$ cat src/rtl/pixel_collector.sv
// pixel_collector
// Gathers shaded pixels from up to MAX_CORES ray-tracing cores. Core c owns the
// pixels c, c+N, c+2N, ... of the frame. The block re-serialises them into one
// raster-order stream, marking the first pixel of the frame (sof) and the last
// pixel of each line (eol).
//
// Handshake: a transfer happens on a rising edge where valid and ready are both
// high. ready never depends on valid in the same cycle, and a raised valid holds
// its payload steady until that transfer. The same rules apply to every input
// lane and to the output port.
module pixel_collector #(
    parameter int MAX_CORES = 4,
    parameter int COLOUR_W  = 24
) (
    input  logic                          clk,
    input  logic                          reset,
    input  logic                          start,
    input  logic [1:0]                    op_code,
    input  logic [12:0]                   image_width,
    input  logic [12:0]                   image_height,
    input  logic [MAX_CORES-1:0]          in_valid,
    output logic [MAX_CORES-1:0]          in_ready,
    input  logic [32*MAX_CORES-1:0]       in_index,
    input  logic [COLOUR_W*MAX_CORES-1:0] in_colour,
    output logic                          out_valid,
    input  logic                          out_ready,
    output logic [COLOUR_W-1:0]           out_data,
    output logic                          out_sof,
    output logic                          out_eol,
    output logic                          busy,
    output logic                          frame_done,
    output logic                          index_error,
    output logic [1:0]                    state_dbg
);

    // Frame states
    localparam logic [1:0] ST_IDLE  = 2'd0;
    localparam logic [1:0] ST_RUN   = 2'd1;
    localparam logic [1:0] ST_DRAIN = 2'd2;
    localparam logic [1:0] ST_DONE  = 2'd3;

    // Frame control registers
    logic [1:0]          state_q,      state_d;
    logic [12:0]         width_q,      width_d;
    logic [25:0]         total_q,      total_d;
    logic [1:0]          last_core_q,  last_core_d;
    logic [1:0]          core_ptr_q,   core_ptr_d;
    logic [31:0]         expect_idx_q, expect_idx_d;
    logic [12:0]         x_cnt_q,      x_cnt_d;
    logic [12:0]         y_cnt_q,      y_cnt_d;
    logic                idx_err_q,    idx_err_d;

    // Output register
    logic                out_valid_q,  out_valid_d;
    logic [COLOUR_W-1:0] out_data_q,   out_data_d;
    logic                out_sof_q,    out_sof_d;
    logic                out_eol_q,    out_eol_d;

    // Datapath helpers
    logic                can_load;
    logic                run_ready;
    logic                sel_valid;
    logic [31:0]         sel_index;
    logic [COLOUR_W-1:0] sel_colour;
    logic                accept;
    logic                last_pixel;
    logic                x_last;
    logic                core_last;
    logic                frame_empty;

    // The output register can take a new pixel when empty or being emptied now.
    assign can_load  = !out_valid_q || out_ready;
    assign run_ready = (state_q == ST_RUN) && can_load;
    assign accept    = run_ready && sel_valid;

    // Position tests: last pixel of the frame uses the 26-bit W*H product.
    assign last_pixel  = (expect_idx_q == {6'd0, total_q - 26'd1});
    assign x_last      = (x_cnt_q == width_q - 13'd1);
    assign core_last   = (core_ptr_q == last_core_q);
    assign frame_empty = (image_width == 13'd0) || (image_height == 13'd0);

    // Select the lane of the core that owns the next raster pixel.
    always_comb begin
        sel_valid  = 1'b0;
        sel_index  = '0;
        sel_colour = '0;
        for (int c = 0; c < MAX_CORES; c++) begin
            if (int'(core_ptr_q) == c) begin
                sel_valid  = in_valid[c];
                sel_index  = in_index[32*c +: 32];
                sel_colour = in_colour[COLOUR_W*c +: COLOUR_W];
            end
        end
    end

    // Only the owning lane is readied, and only while the output can load.
    always_comb begin
        in_ready = '0;
        for (int c = 0; c < MAX_CORES; c++) begin
            in_ready[c] = run_ready && (int'(core_ptr_q) == c);
        end
    end

    // Frame state machine: start latching, run, drain, done pulse.
    always_comb begin
        state_d     = state_q;
        width_d     = width_q;
        total_d     = total_q;
        last_core_d = last_core_q;
        case (state_q)
            ST_IDLE: begin
                if (start) begin
                    width_d     = image_width;
                    total_d     = 26'(image_width) * 26'(image_height);
                    last_core_d = op_code;
                    state_d     = frame_empty ? ST_DONE : ST_RUN;
                end
            end
            ST_RUN: begin
                if (accept && last_pixel) begin
                    state_d = ST_DRAIN;
                end
            end
            ST_DRAIN: begin
                if (out_valid_q && out_ready) begin
                    state_d = ST_DONE;
                end
            end
            ST_DONE: begin
                state_d = ST_IDLE;
            end
            default: begin
                state_d = ST_IDLE;
            end
        endcase
    end

    // Raster counters and the sticky index check, advanced per accepted pixel.
    always_comb begin
        core_ptr_d   = core_ptr_q;
        expect_idx_d = expect_idx_q;
        x_cnt_d      = x_cnt_q;
        y_cnt_d      = y_cnt_q;
        idx_err_d    = idx_err_q;
        if ((state_q == ST_IDLE) && start) begin
            core_ptr_d   = 2'd0;
            expect_idx_d = 32'd0;
            x_cnt_d      = 13'd0;
            y_cnt_d      = 13'd0;
            idx_err_d    = 1'b0;
        end else if (accept) begin
            expect_idx_d = expect_idx_q + 32'd1;
            core_ptr_d   = core_last ? 2'd0 : core_ptr_q + 2'd1;
            if (x_last) begin
                x_cnt_d = 13'd0;
                y_cnt_d = y_cnt_q + 13'd1;
            end else begin
                x_cnt_d = x_cnt_q + 13'd1;
            end
            // A wrong index is flagged but the pixel still goes out.
            if (sel_index != expect_idx_q) begin
                idx_err_d = 1'b1;
            end
        end
    end

    // Output register: load on accept, empty on downstream take, else hold.
    always_comb begin
        out_valid_d = out_valid_q;
        out_data_d  = out_data_q;
        out_sof_d   = out_sof_q;
        out_eol_d   = out_eol_q;
        if (accept) begin
            out_valid_d = 1'b1;
            out_data_d  = sel_colour;
            out_sof_d   = (expect_idx_q == 32'd0);
            out_eol_d   = x_last;
        end else if (out_valid_q && out_ready) begin
            out_valid_d = 1'b0;
        end
    end

    // State registers with synchronous reset.
    always_ff @(posedge clk) begin
        if (reset) begin
            state_q      <= ST_IDLE;
            width_q      <= '0;
            total_q      <= '0;
            last_core_q  <= '0;
            core_ptr_q   <= '0;
            expect_idx_q <= '0;
            x_cnt_q      <= '0;
            y_cnt_q      <= '0;
            idx_err_q    <= 1'b0;
            out_valid_q  <= 1'b0;
            out_data_q   <= '0;
            out_sof_q    <= 1'b0;
            out_eol_q    <= 1'b0;
        end else begin
            state_q      <= state_d;
            width_q      <= width_d;
            total_q      <= total_d;
            last_core_q  <= last_core_d;
            core_ptr_q   <= core_ptr_d;
            expect_idx_q <= expect_idx_d;
            x_cnt_q      <= x_cnt_d;
            y_cnt_q      <= y_cnt_d;
            idx_err_q    <= idx_err_d;
            out_valid_q  <= out_valid_d;
            out_data_q   <= out_data_d;
            out_sof_q    <= out_sof_d;
            out_eol_q    <= out_eol_d;
        end
    end

    assign out_valid   = out_valid_q;
    assign out_data    = out_data_q;
    assign out_sof     = out_sof_q;
    assign out_eol     = out_eol_q;
    assign busy        = (state_q != ST_IDLE);
    assign frame_done  = (state_q == ST_DONE);
    assign index_error = idx_err_q;
    assign state_dbg   = state_q;

endmodule
$ cat config.mk
export PLATFORM = sky130hd
export DESIGN_NAME = pixel_collector
export DESIGN_NICKNAME = d
export VERILOG_FILES = /design/src/rtl/pixel_collector.sv
export SDC_FILE = /design/constraint.sdc
export NUM_CORES = 1
export LEC_CHECK = 0
export CAP_MARGIN = 15
export CORE_ASPECT_RATIO = 1.1
export CORE_MARGIN = 4
export CORE_UTILIZATION = 25
export CTS_CLUSTER_DIAMETER = 80
export DETAILED_ROUTE_END_ITERATION = 16
export PLACE_DENSITY = 0.52
export SLEW_MARGIN = 20
export SYNTH_ARGS = -nofsm -noshare
export SYNTH_HDL_FRONTEND = slang
export SYNTH_SLANG_ARGS = --single-unit
export TNS_END_PERCENT = 5
$ cat constraint.sdc
create_clock -name clk -period 13.77 [get_ports clk]
set_input_delay 2.754 -clock clk [delete_from_list [all_inputs] [get_ports clk]]
set_output_delay 2.754 -clock clk [all_outputs]
set_load 0.1 [all_outputs]
==> results.sh <==
export IMPL_r2r_start="core_ptr_q[0]"
export IMPL_synthFlopType="dfxtp_1"
export IMPL_r2r_worst_path_cells=11
export IMPL_viasPerCell=4.75
export IMPL_hold_path_class="reg2reg"
export IMPL_r2r_setup_slack_ns=9.76
export IMPL_async_flop_share_pct=0
export IMPL_synth_edf_count=0
export IMPL_cp_required_ns=14.09
export IMPL_crit_slowest_cell="clkdlybuf4s50_1"
export IMPL_wire_per_inst_um=17.3
export IMPL_fmax_mhz=111
export IMPL_clock_sinks=118
export IMPL_cts_reportedPaths_clkPinSlew_ns=0.06
export IMPL_cap_viol_max_count=0
export IMPL_rsz0062_at_grt="no"
export IMPL_timing_hold_ws_ns=0.454
export IMPL_die_area_mm2=0.0587
export IMPL_place_area_mm2=0.0172
export IMPL_worstSetupEndpointType="flip-flop"
export IMPL_port_buffer_count=295
export IMPL_r2r_end="expect_idx_q[19]"
export IMPL_clk_latency_ns=0.43
export IMPL_dr_pass1_iters=5
export IMPL_syn_nets=2240
export IMPL_netlist_top_cells_count="nand2_1 (250), inv_1 (196), nor2_1 (123)"
export IMPL_dpl_cell_count=2685
export IMPL_min_to="index_error"
export IMPL_post_cts_resized=0
export IMPL_path_max_fanout=15
export IMPL_yosys_warnings=0
export IMPL_fin_util_pct=32.9
export IMPL_power_leakage_nw=7.26
export IMPL_cts_hold_fix_buffers=0
export IMPL_synth_area_per_cell_um2=7.73
export IMPL_relSlewSlack_pct=26.7
export IMPL_synthCells=1774
export IMPL_routed_via_count=12900
export IMPL_clockBufferDepth=2
export IMPL_vdd_ir_drop_max_mv=0.0884
export IMPL_ys_seq_elements=118
export IMPL_grt_pass1_vias=13000
export IMPL_cts_buffers=17
export IMPL_layout_drive_gt1_share_pct=3.02
export IMPL_grt_max_degree=77
export IMPL_tns_ns=0
export IMPL_synth_area_leader_cell="fa_1"
export IMPL_period_needed_ns=9.02
export IMPL_status="complete, no violations"
export IMPL_seq_area_frac_synth_pct=17.2
export IMPL_whs_path_depth=2
export IMPL_die_h_um=254
export IMPL_synth_distinct_cells=65
export IMPL_synthToLayoutAreaGrowth_pct=29.7
export IMPL_htreeDepth=4
export IMPL_gp_congestion=0.847
export IMPL_min_from="index_error"
export IMPL_synth_top_area_share_pct=17.7
export IMPL_die_w_um=231
export IMPL_crit_path_start_kind="input pin"
export IMPL_setup_violations=0
export IMPL_start_util_pct=25.4
export IMPL_cp_slowest_stage_delay_ns=0.76
export IMPL_core_area_mm2=0.0540
export IMPL_fin_ws_ns=4.75
export IMPL_post_dp_hpwl_um=37500
export IMPL_hold_viol=0
export IMPL_nets=2442
export IMPL_worstPathCellList="clkdlybuf4s50_1 -> and2_1 -> fa_1 -> inv_1 -> fa_1 -> inv_1 -> fa_1 -> inv_1 -> fa_1 -> fa_1 -> inv_1 -> ha_1 -> a21o_1 -> a221oi_1 -> o21bai_1 -> a2111oi_0 -> nor3_1 -> a2111oi_0 -> xnor2_1 -> a22o_1"
export IMPL_drv_slew=0
export IMPL_grt_overflow=0
export IMPL_antenna_found_initial=3
export IMPL_power_density_mw_per_mm2=161
export IMPL_fin_crit_sh_pct=65.5
export IMPL_dp_worst_setup_slack_ns=4.25
export IMPL_worstMarginPinSlew_ns=1.09
export IMPL_fp_row_count=89
export IMPL_ios=296
export IMPL_clock_skew_ns=0.00804
export IMPL_grt_pass1_wl_um=73700
export IMPL_cts_tree="yes"
export IMPL_power_total_mw=2.86
export IMPL_drc=0
export IMPL_ys_top_cells_by_area="fa_1 (18%), dfxtp_1 (17%), ha_1 (7.8%)"
export IMPL_cts_root_buf="clkbuf_16"
export IMPL_critPathArrivalTime_ns=9.34
export IMPL_yosysMostFrequentCell="nand2_1"
export IMPL_drt_total_wl_um=47000
export IMPL_final_cells=2718
export IMPL_path_class="in2reg"
export IMPL_drtIter0Drc=724
export IMPL_track_usage_pct=15.6
export IMPL_cts_setup_buffers=0
export IMPL_ant_nets=0
export IMPL_final_cell_area_mm2=0.0178
export IMPL_syn_area_mm2=0.0137
export IMPL_crit_top_cell="fa_1"
placed cells by master, fill, tap and decap left out, types with 38 or more instances in the layout:
| cell type | instances |
|---|---|
| clkdlybuf4s50_1 | 294 |
| nand2_1 | 250 |
| inv_1 | 196 |
| nor2_1 | 122 |
| fa_1 | 121 |
| dfxtp_1 | 118 |
| a21oi_1 | 99 |
| and2_1 | 84 |
| ha_1 | 82 |
| xnor2_1 | 71 |
| xor2_1 | 66 |
| o21ai_0 | 48 |
| nor2b_1 | 38 |
flip-flops by register name, summed over array words and instances, names as in the netlist:
name	flops
core_ptr_q	2
index_error	1
x_cnt_q	13
width_q	13
out_eol	1
state_dbg	2
out_sof	1
expect_idx_q	32
last_core_q	2
total_q	26
out_data	24
out_valid	1
logic make-up (layout without fill, tap and decap cells):
family | count (synthesis) | after routing | synth area share, %
buf+inv | 318 | 533 | 8.77
simple gates | 668 | 668 | 23.8
other cells | 0 | 1 | 0
xor+xnor | 137 | 137 | 8.75
flops | 118 | 118 | 17.2
mux | 10 | 10 | 0.821
compound gates | 317 | 317 | 15.2
fa+ha+maj | 206 | 206 | 25.4
layer usage:
metal	track usage (%)	vias to the layer above	wire, um
li1	-	6301	-
met1	21.1	6187	21300
met2	25.9	366	22100
met3	3.05	42	2990
met4	3.51	4	605
met5	0	-	26
worst max-delay path, delay by kind of cell:
family | cells | cell delay [ns]
compound gates | 6 | 2.18
simple gates | 2 | 0.46
fa+ha+maj | 6 | 2.85
xor+xnor | 1 | 0.12
buf+inv | 5 | 0.96
cell type report:
class,instances,area (um^2)
Inverter,196,736
Clock buffer,17,425
Tap cell,728,911
Clock inverter,15,130
Multi-Input combinational cell,1338,10200
Fill cell,5828,36200
Timing Repair Buffer,305,3020
Sequential cell,118,2360
Antenna cell,1,2.50
report_power, final:
group / switching [mW] / total (mW) / internal (mW)
logic: 1.19 / 1.99 / 0.798
registers: 0.0592 / 0.457 / 0.398
clock network: 0.173 / 0.421 / 0.248
worst max path at each step:
| stage | depth (start not counted) | from | to |
|---|---|---|---|
| finish | 20 | image_width[7] | total_q[24] |
| global route | 20 | image_width[7] | total_q[24] |
| CTS | 20 | image_width[7] | total_q[24] |
| detailed placement | 20 | image_width[7] | total_q[24] |
| global placement | 20 | image_width[7] | total_q[24] |
| floorplan | 20 | image_width[7] | total_q[24] |
No activity file was read; power rests on OpenSTA's default activity.
